[config.mk]
export PLATFORM = sky130hd
export DESIGN_NAME = taylor_series_engine
export DESIGN_NICKNAME = d
export VERILOG_FILES = /design/src/rtl/taylor_pkg.sv /design/src/rtl/taylor_sat_accum.sv /design/src/rtl/taylor_series_engine.sv
export SDC_FILE = /design/constraint.sdc
export NUM_CORES = 1
export LEC_CHECK = 0
export CAP_MARGIN = 20
export CELL_PAD_IN_SITES_DETAIL_PLACEMENT = 1
export CELL_PAD_IN_SITES_GLOBAL_PLACEMENT = 2
export CORE_MARGIN = 2
export CORE_UTILIZATION = 36
export DETAILED_ROUTE_END_ITERATION = 10
export GPL_ROUTABILITY_DRIVEN = 1
export HOLD_SLACK_MARGIN = 0.08
export PLACE_DENSITY_LB_ADDON = 0.1
export SETUP_SLACK_MARGIN = 0.4
export SYNTH_ARGS = -nofsm -noshare
export SYNTH_HDL_FRONTEND = slang
export SYNTH_HIERARCHICAL = 1
export SYNTH_SLANG_ARGS = --single-unit
export TNS_END_PERCENT = 10
[constraint.sdc]
create_clock -name clk -period 7.05 [get_ports clk]
set_input_delay 1.41 -clock clk [delete_from_list [all_inputs] [get_ports clk]]
set_output_delay 1.41 -clock clk [all_outputs]
set_load 0.05 [all_outputs]
[src/rtl/taylor_pkg.sv]
// Shared definitions for the Taylor-series engine: controller states,
// func bit positions and default widths.
package taylor_pkg;

  typedef enum logic [2:0] {
    IDLE     = 3'd0,
    MUL_COEF = 3'd1,
    MUL_X1   = 3'd2,
    MUL_X2   = 3'd3,
    ACCUM    = 3'd4,
    DONE     = 3'd5
  } state_t;

  // func[0]: cos-type (series starts at 1.0); func[1]: all terms add
  localparam int FUNC_COS_BIT = 0;
  localparam int FUNC_ADD_BIT = 1;

  localparam int DEF_F_WIDTH      = 8;
  localparam int DEF_I_WIDTH      = 2;
  localparam int DEF_NUM_OF_TERMS = 8;
  localparam int DEF_CNT_WIDTH    = 4;

endpackage

[src/rtl/taylor_sat_accum.sv]
// Unsigned accumulator step: acc +/- term with saturation on overflow and
// clamp-to-zero on underflow; sat flags that either limit was hit.
module taylor_sat_accum
  import taylor_pkg::*;
#(
  parameter int F_WIDTH = DEF_F_WIDTH,
  parameter int I_WIDTH = DEF_I_WIDTH
) (
  input  logic [I_WIDTH+F_WIDTH-1:0] acc,
  input  logic [F_WIDTH-1:0]         term,
  input  logic                       sub,
  output logic [I_WIDTH+F_WIDTH-1:0] accNext,
  output logic                       sat
);

  localparam int A_WIDTH = I_WIDTH + F_WIDTH;

  logic [A_WIDTH:0] sumWide;
  logic [A_WIDTH:0] diffWide;

  // Extra MSB is the carry of an add or the borrow of a subtract.
  function automatic logic [A_WIDTH-1:0] satAdd(input logic [A_WIDTH:0] wide);
    return wide[A_WIDTH] ? {A_WIDTH{1'b1}} : wide[A_WIDTH-1:0];
  endfunction

  function automatic logic [A_WIDTH-1:0] clampSub(input logic [A_WIDTH:0] wide);
    return wide[A_WIDTH] ? {A_WIDTH{1'b0}} : wide[A_WIDTH-1:0];
  endfunction

  always_comb begin
    sumWide  = {1'b0, acc} + {{(I_WIDTH+1){1'b0}}, term};
    diffWide = {1'b0, acc} - {{(I_WIDTH+1){1'b0}}, term};
    accNext  = '0;
    sat      = 1'b0;
    if (sub) begin
      accNext = clampSub(diffWide);
      sat     = diffWide[A_WIDTH];
    end else begin
      accNext = satAdd(sumWide);
      sat     = sumWide[A_WIDTH];
    end
  end

endmodule

[src/rtl/taylor_series_engine.sv]
// Iterative sin/cos/sinh/cosh engine: each iteration scales the previous term
// by a ROM coefficient and x^2, then adds or subtracts it into a saturating accumulator.
module taylor_series_engine
  import taylor_pkg::*;
#(
  parameter int F_WIDTH      = DEF_F_WIDTH,
  parameter int I_WIDTH      = DEF_I_WIDTH,
  parameter int NUM_OF_TERMS = DEF_NUM_OF_TERMS,
  parameter int CNT_WIDTH    = DEF_CNT_WIDTH,
  parameter int EARLY_EXIT   = 1
) (
  input  logic                 clk,
  input  logic                 rst,
  input  logic                 start,
  input  logic [1:0]           func,
  input  logic [F_WIDTH-1:0]   x,
  input  logic [F_WIDTH-1:0]   tableData,
  output logic [CNT_WIDTH-1:0] addr,
  output logic                 busy,
  output logic                 done,
  output logic                 ovf,
  output logic [CNT_WIDTH-1:0] termCount,
  output logic [I_WIDTH-1:0]   resultIPart,
  output logic [F_WIDTH-1:0]   resultFPart
);

  localparam int A_WIDTH = I_WIDTH + F_WIDTH;
  localparam logic [A_WIDTH-1:0] ONE_FIXED = A_WIDTH'(1) << F_WIDTH;

  state_t                 state;
  state_t                 stateNext;
  logic [F_WIDTH-1:0]     xReg;
  logic [F_WIDTH-1:0]     term;
  logic [A_WIDTH-1:0]     acc;
  logic [A_WIDTH-1:0]     accNext;
  logic [CNT_WIDTH-1:0]   counter;
  logic [CNT_WIDTH-1:0]   termCnt;
  logic                   subMode;
  logic                   allAdd;
  logic                   ovfReg;
  logic                   accSat;
  logic                   lastTerm;
  logic [F_WIDTH-1:0]     mulOperand;
  logic [2*F_WIDTH-1:0]   product;
  logic [F_WIDTH-1:0]     mulHi;

  // Truncating fixed-point multiply: keep the upper half of the product.
  function automatic logic [F_WIDTH-1:0] hiProduct(input logic [2*F_WIDTH-1:0] p);
    return p[2*F_WIDTH-1:F_WIDTH];
  endfunction

  // One multiplier shared by the coefficient and both x passes.
  assign mulOperand = (state == MUL_COEF) ? tableData : xReg;
  assign product    = term * mulOperand;
  assign mulHi      = hiProduct(product);

  assign lastTerm = (counter >= CNT_WIDTH'(NUM_OF_TERMS)) ||
                    ((EARLY_EXIT != 0) && (term == '0));

  taylor_sat_accum #(
    .F_WIDTH (F_WIDTH),
    .I_WIDTH (I_WIDTH)
  ) uSatAccum (
    .acc     (acc),
    .term    (term),
    .sub     (subMode),
    .accNext (accNext),
    .sat     (accSat)
  );

  always_comb begin
    stateNext = state;
    case (state)
      IDLE:     if (start) stateNext = MUL_COEF;
      MUL_COEF: stateNext = MUL_X1;
      MUL_X1:   stateNext = MUL_X2;
      MUL_X2:   stateNext = ACCUM;
      ACCUM:    stateNext = lastTerm ? DONE : MUL_COEF;
      DONE:     stateNext = IDLE;
      default:  stateNext = IDLE;
    endcase
  end

  always_ff @(posedge clk) begin
    if (rst) state <= IDLE;
    else     state <= stateNext;
  end

  always_ff @(posedge clk) begin
    if (rst) begin
      xReg    <= '0;
      term    <= '0;
      acc     <= '0;
      counter <= '0;
      termCnt <= '0;
      subMode <= 1'b0;
      allAdd  <= 1'b0;
      ovfReg  <= 1'b0;
    end else begin
      case (state)
        IDLE: begin
          if (start) begin
            xReg    <= x;
            counter <= CNT_WIDTH'(1);
            termCnt <= CNT_WIDTH'(1);
            subMode <= 1'b0;
            allAdd  <= func[FUNC_ADD_BIT];
            ovfReg  <= 1'b0;
            if (func[FUNC_COS_BIT]) begin
              term <= '1;
              acc  <= ONE_FIXED;
            end else begin
              term <= x;
              acc  <= {{I_WIDTH{1'b0}}, x};
            end
          end
        end
        MUL_COEF: begin
          term <= mulHi;
          if (!allAdd) subMode <= ~subMode;
        end
        MUL_X1: term <= mulHi;
        MUL_X2: begin
          term    <= mulHi;
          counter <= counter + CNT_WIDTH'(1);
        end
        ACCUM: begin
          acc     <= accNext;
          termCnt <= termCnt + CNT_WIDTH'(1);
          if (accSat) ovfReg <= 1'b1;
        end
        default: ;
      endcase
    end
  end

  assign busy        = (state != IDLE);
  assign done        = (state == DONE);
  assign addr        = counter;
  assign ovf         = ovfReg;
  assign termCount   = termCnt;
  assign resultIPart = acc[A_WIDTH-1:F_WIDTH];
  assign resultFPart = acc[F_WIDTH-1:0];

endmodule
After elaboration in Yosys (flattened, before gate mapping) --
Cells that the tools add are included.
Storage, ports and cells: flip-flop bits (word level) 40, bits of input ports 21, output and inout port bits 21, word-level logic and storage cells 61
Cells by class: $add $sub $neg 4, $mul 1, $lt $le $gt $ge 1, eq/ne operators 8, muxes and demuxes 22, bitwise operators 1, reduce and logical (&&, ||, !) cells 15
Operator list (number):
- $mux 10 | 4
- $mux 8 | 3
- $pmux 10 s2 | 1
- $mul 8x8->16 | 1
- $pmux 4 s2 | 2
- $pmux 8 s2 | 1
- $pmux 3 s5 | 1
- $add 10x8->11 | 1
- $sub 10x8->11 | 1
- $mux 9 | 1
- $add 4x1->4 const B | 2
- $logic_not 8->1 | 1
- $reduce_and 2->1 | 4
- $reduce_bool 2->1 | 4
- $eq 3x2->1 const B | 2
- $eq 3x3->1 const B | 2
- $mux 3 | 2
- $ne 2x2->1 const B | 3
- $reduce_and 3->1 | 2
- $ge 4x4->1 const B | 1
- $mux 1 | 4
- $mux 4 | 1
- $pmux 1 s2 | 2
- $eq 3x1->1 const B | 1
- 5 further kinds | 5

Depth between registers and ports, before layout --
word-level depth 4, mapped depth 20, depth with buffers taken out 18

By module --
Netlist, hierarchy kept.
By module, submodules not included:
- taylor_series_engine | times used 1, cells each 446, area an instance 3826.2 µm², seq. area each 800.8 µm²
- taylor_sat_accum | times used 1, cells each 163, area an instance 1132.3 µm², seq. area each 0.0 µm²

Least setup slack after synthesis --
OpenSTA, ideal clock, no wires.
kind input to register, start input tableData[7], end register term[7], setup time 0.086 ns, arrival 5.435 ns, data required time 6.964 ns, slack 1.530 ns, stages on the path 15, path buffers 0, path through mux2_2 > and2_1 > fa_1 > fa_1 > fa_1 > inv_1 > fa_1 > inv_1 > ha_1 > and3_1 > and2_1 > a22oi_1 > a32oi_1 > xnor2_1 > a211oi_1
On the way: cells in the longest elaborated chain, start to end 3
Ends and longest elaborated chain:
- start, declared | line taylor_series_engine.sv:17 | input logic [F_WIDTH-1:0] tableData,
- $mux 8 | line taylor_series_engine.sv:53 | assign mulOperand = (state == MUL_COEF) ? tableData : xReg;
- $mul 8x8->16 | line taylor_series_engine.sv:54 | assign product = term * mulOperand;
- $pmux 8 s2 | line taylor_series_engine.sv:100 | case (state)
- end signal, assigned | line taylor_series_engine.sv:119 | term <= mulHi;
- end signal, assigned | line taylor_series_engine.sv:122 | MUL_X1: term <= mulHi;
- end signal, assigned | line taylor_series_engine.sv:124 | term <= mulHi;
- end, declared | line taylor_series_engine.sv:33 | logic [F_WIDTH-1:0] term;
No other way between the ends. A chain may end at the register's enable or synchronous reset.

Worst setup path in the final report --
start input tableData[3], end register term[6]
The elaborated chain is that of the path after synthesis.

==> flow_summary.ini <==
[detailed_routing]
top_layer = met4
drt-initial-drc-count = 310
dr.pass1.iters = 4
wl_met2_um = 7140
vias = 4453
wl_per_cell_um = 18.42
drc = 0
detail-route-antenna-nets = 0
vias_per_cell = 5.484
wl_um = 14960
wl_met1_um = 7374
met3_length_um = 399

[sta]
setup_tns_ns = 0
max_slew_margin_pct = 39.73
worstMarginPinSlew_ns = 0.9029
layout_min_cycle_time_ns = 6.253
skew_ns = 0.006931
slew_violations = 0
rsz0062_at_grt = no
hold_violations = 0
timing.fmax_mhz = 159.9
fin_crit_sh_pct = 88.69
setup_viol = 0

[setup_path]
rrSetupSlack_ns = 1.31
critPathLaunchType = input pin
r2r_cells = 16
cp-end-kind = register
worstSetupPathType = in2reg
r2r_end = term[6]$_SDFFE_PP0P_
worstPathRequired_ns = 7.24
cp_max_fo = 8
cp.arrival_ns = 6.45
r2r-start = state[0]$_SDFFE_PP0P_

[die]
initial_core_util_pct = 37.15
design.core.area_um2 = 13350
design.die.area_um2 = 14730
num_rows = 42
io_pins = 42
die_height_um = 121.4
fp.dieW_um = 121.4

[pwr]
ir_worst_vdd_v = 0.0001376
internal_power_uw = 613.1
comb_power_share_pct = 46.8
p_leak_uw = 0.002464
p_sw_share_pct = 42.87
pwr-share-clk_pct = 24.3
powerDensity_nw_per_um2 = 189.2
seq_power_share_pct = 28.8
power_switching_uw = 460.0

[clock_network]
clock-sinks = 40
clk_latency_ns = 0.28
cts_setup_buffers = 0
root_buffer = clkbuf_16
path_clk_slew_ns = 0.06
cts_inserted_buffers = 5
cts_tree = yes
cts_hold_buf = 0
clockBufferDepth = 2
htreeDepth = 2

[grt]
track_usage_pct = 21.13
grt_max_degree = 37
grt-ovfl-total = 0
grt_pass1_vias = 4628
antenna_found_initial = 0
grt_pass1_wl_um = 24540

[logic_synthesis]
seq_area_frac_synth_pct = 16.15
ys.flop_type = dfxtp_1
synth_area_leaders = dfxtp_1 (16%), fa_1 (15%), ha_1 (13%)
synth_top_family_by_area = adder cells
synth-async-reset-ratio_pct = 0
ys_ff_latch = 40
ys_top_cells_by_count = inv_1 (64), nand2_1 (57), ha_1 (52), a21oi_1 (45), dfxtp_1 (40)
synth.distinct_cells = 75
yosysMostFrequentCell = inv_1
synth_compound_area_share_pct = 19.15
avgSynthCellArea_um2 = 8.142
synth_edf_count = 0
synthMuxAreaShare_pct = 2.448
synthSimpleGateAreaFrac_pct = 25.41
synth_area_um2 = 4959
synth_top_cell_by_area = dfxtp_1
yosysWarnings = 6
synth_top_area_share_pct = 16.15
yosys.area_share.xor_xnor_pct = 1.413
synth_fp_nets = 719
yosys.area_share.adder_pct = 28.06
syn_inst = 609

[worst_hold_path]
min_to = xReg[6]$_SDFFE_PP0P_
hold_depth = 2
hp-start = xReg[6]$_SDFFE_PP0P_
min-delay-path-class = reg2reg

[cells_and_area]
finish.utilization_pct = 42.50
areaGrowthSynthToFinish_pct = 14.41
drive_above_1_share_pct = 5.818
nets = 745
num_antenna_cells = 0

[run]
maxCapViolCount = 0

[placed_design]
routabilityCongestion = 0.8264
io_buffers = 41
hpwl_um = 11670

[status]
status = finished, final reports clean
[cell families (layout without fill, tap and decap cells)]
group / Yosys count / count (layout)
AOI/OAI and AO/OA: 132 / 132
xor gates and xnor gates: 8 / 8
adders and majority gates: 89 / 89
buffers and inverters: 91 / 118
DFF: 40 / 40
muxes: 10 / 10
and+or+nand+nor: 239 / 239
[area by class of cell]
cell class	count	area, um^2
timing repair buffer	46	447.9
tap	176	220.2
clock inverter	3	42.54
fill	1623	7675
sequential	40	800.8
clock buffer	5	125.1
multi-input combinational	478	3796
inverter	64	240.2
[metrics by stage]
stage / total power, uW / setup WS [ns] / cells / cell area [um^2] / hold WS (ns)
6_report: 1073 / 0.7971 / 812 / 5673 / 0.4604
5_1_grt: 1157 / 0.4464 / 812 / 5673 / 0.4794
4_1_cts: 1081 / 0.7111 / 812 / 5669 / 0.4668
3_5_place_dp: 816.0 / 0.4419 / 804 / 5502 / 0.4577
3_3_place_gp: 806.0 / 0.6005 / 804 / 5502 / 0.4414
2_1_floorplan: 659.1 / 1.530 / 609 / 4959 / 0.4338
[worst max path at each step]
| stage | start | to | cells past startpoint |
|---|---|---|---|
| final | tableData[3] | term[6]$_SDFFE_PP0P_ | 16 |
| after CTS | tableData[4] | term[6]$_SDFFE_PP0P_ | 16 |
| after floorplan | tableData[7] | term[7]$_SDFFE_PP0P_ | 15 |
| after global placement | tableData[4] | term[6]$_SDFFE_PP0P_ | 16 |
| after global routing | tableData[3] | term[6]$_SDFFE_PP0P_ | 16 |
| after detailed placement | tableData[4] | term[6]$_SDFFE_PP0P_ | 16 |
[worst max-delay path, stage by stage]
cell	delay, ns
clkdlybuf4s50_1	0.39
mux2i_1	0.65
nor2b_1	0.14
fa_1	0.45
fa_1	0.54
inv_1	0.05
fa_1	0.47
inv_1	0.05
fa_1	0.49
ha_1	0.31
nand4_1	0.09
nor3b_1	0.51
nand4_1	0.25
a31oi_1	0.31
nor3_1	0.08
o31ai_1	0.23
[power groups by stage]
stage	Clock (uW)	Combinational, uW	Sequential (uW)
3_3_place_gp	0	491	315
6_report	261	503	309
3_5_place_dp	0	501	315
5_1_grt	280	562	316
2_1_floorplan	0	365	294
4_1_cts	267	505	310
[sequential cells by signal, indices dropped and copies added (netlist names)]
name and cells:
termCount 4, subMode 1, addr 4, allAdd 1, state 3, term 8, ovf 1, acc 10
xReg 8
[cells in the final DEF, fill, tap and decap left out, types with 6 or more instances in the layout]
master | netlist | final
nand2_1 | 57 | 57
or3_1 | 7 | 7
o211ai_1 | 6 | 6
o21ai_0 | 11 | 11
a21oi_1 | 45 | 45
fa_1 | 37 | 37
nor3_1 | 24 | 24
nand3_1 | 10 | 10
nand2b_1 | 12 | 12
ha_1 | 52 | 52
dfxtp_1 | 40 | 40
nor2b_1 | 32 | 32
nor2_1 | 39 | 39
clkdlybuf4s50_1 | 0 | 41
and2_1 | 23 | 23
a311oi_1 | 7 | 7
o22ai_1 | 6 | 6
a21o_1 | 8 | 8
inv_1 | 64 | 64
[what timing repair did]
item / CTS / global route
endpoints found under the setup margin: 0 / 1
resized for setup: 0 / 1
hold endpoints to repair: 0 / 0
[routing by layer]
metal / up-vias / global-route usage [%]
li1: 2144 / -
met1: 2231 / 30.00
met2: 73 / 35.78
met3: 5 / 2.585
met4: 0 / 1.868
met5: - / 0
Power figures use the tool's default switching activity.
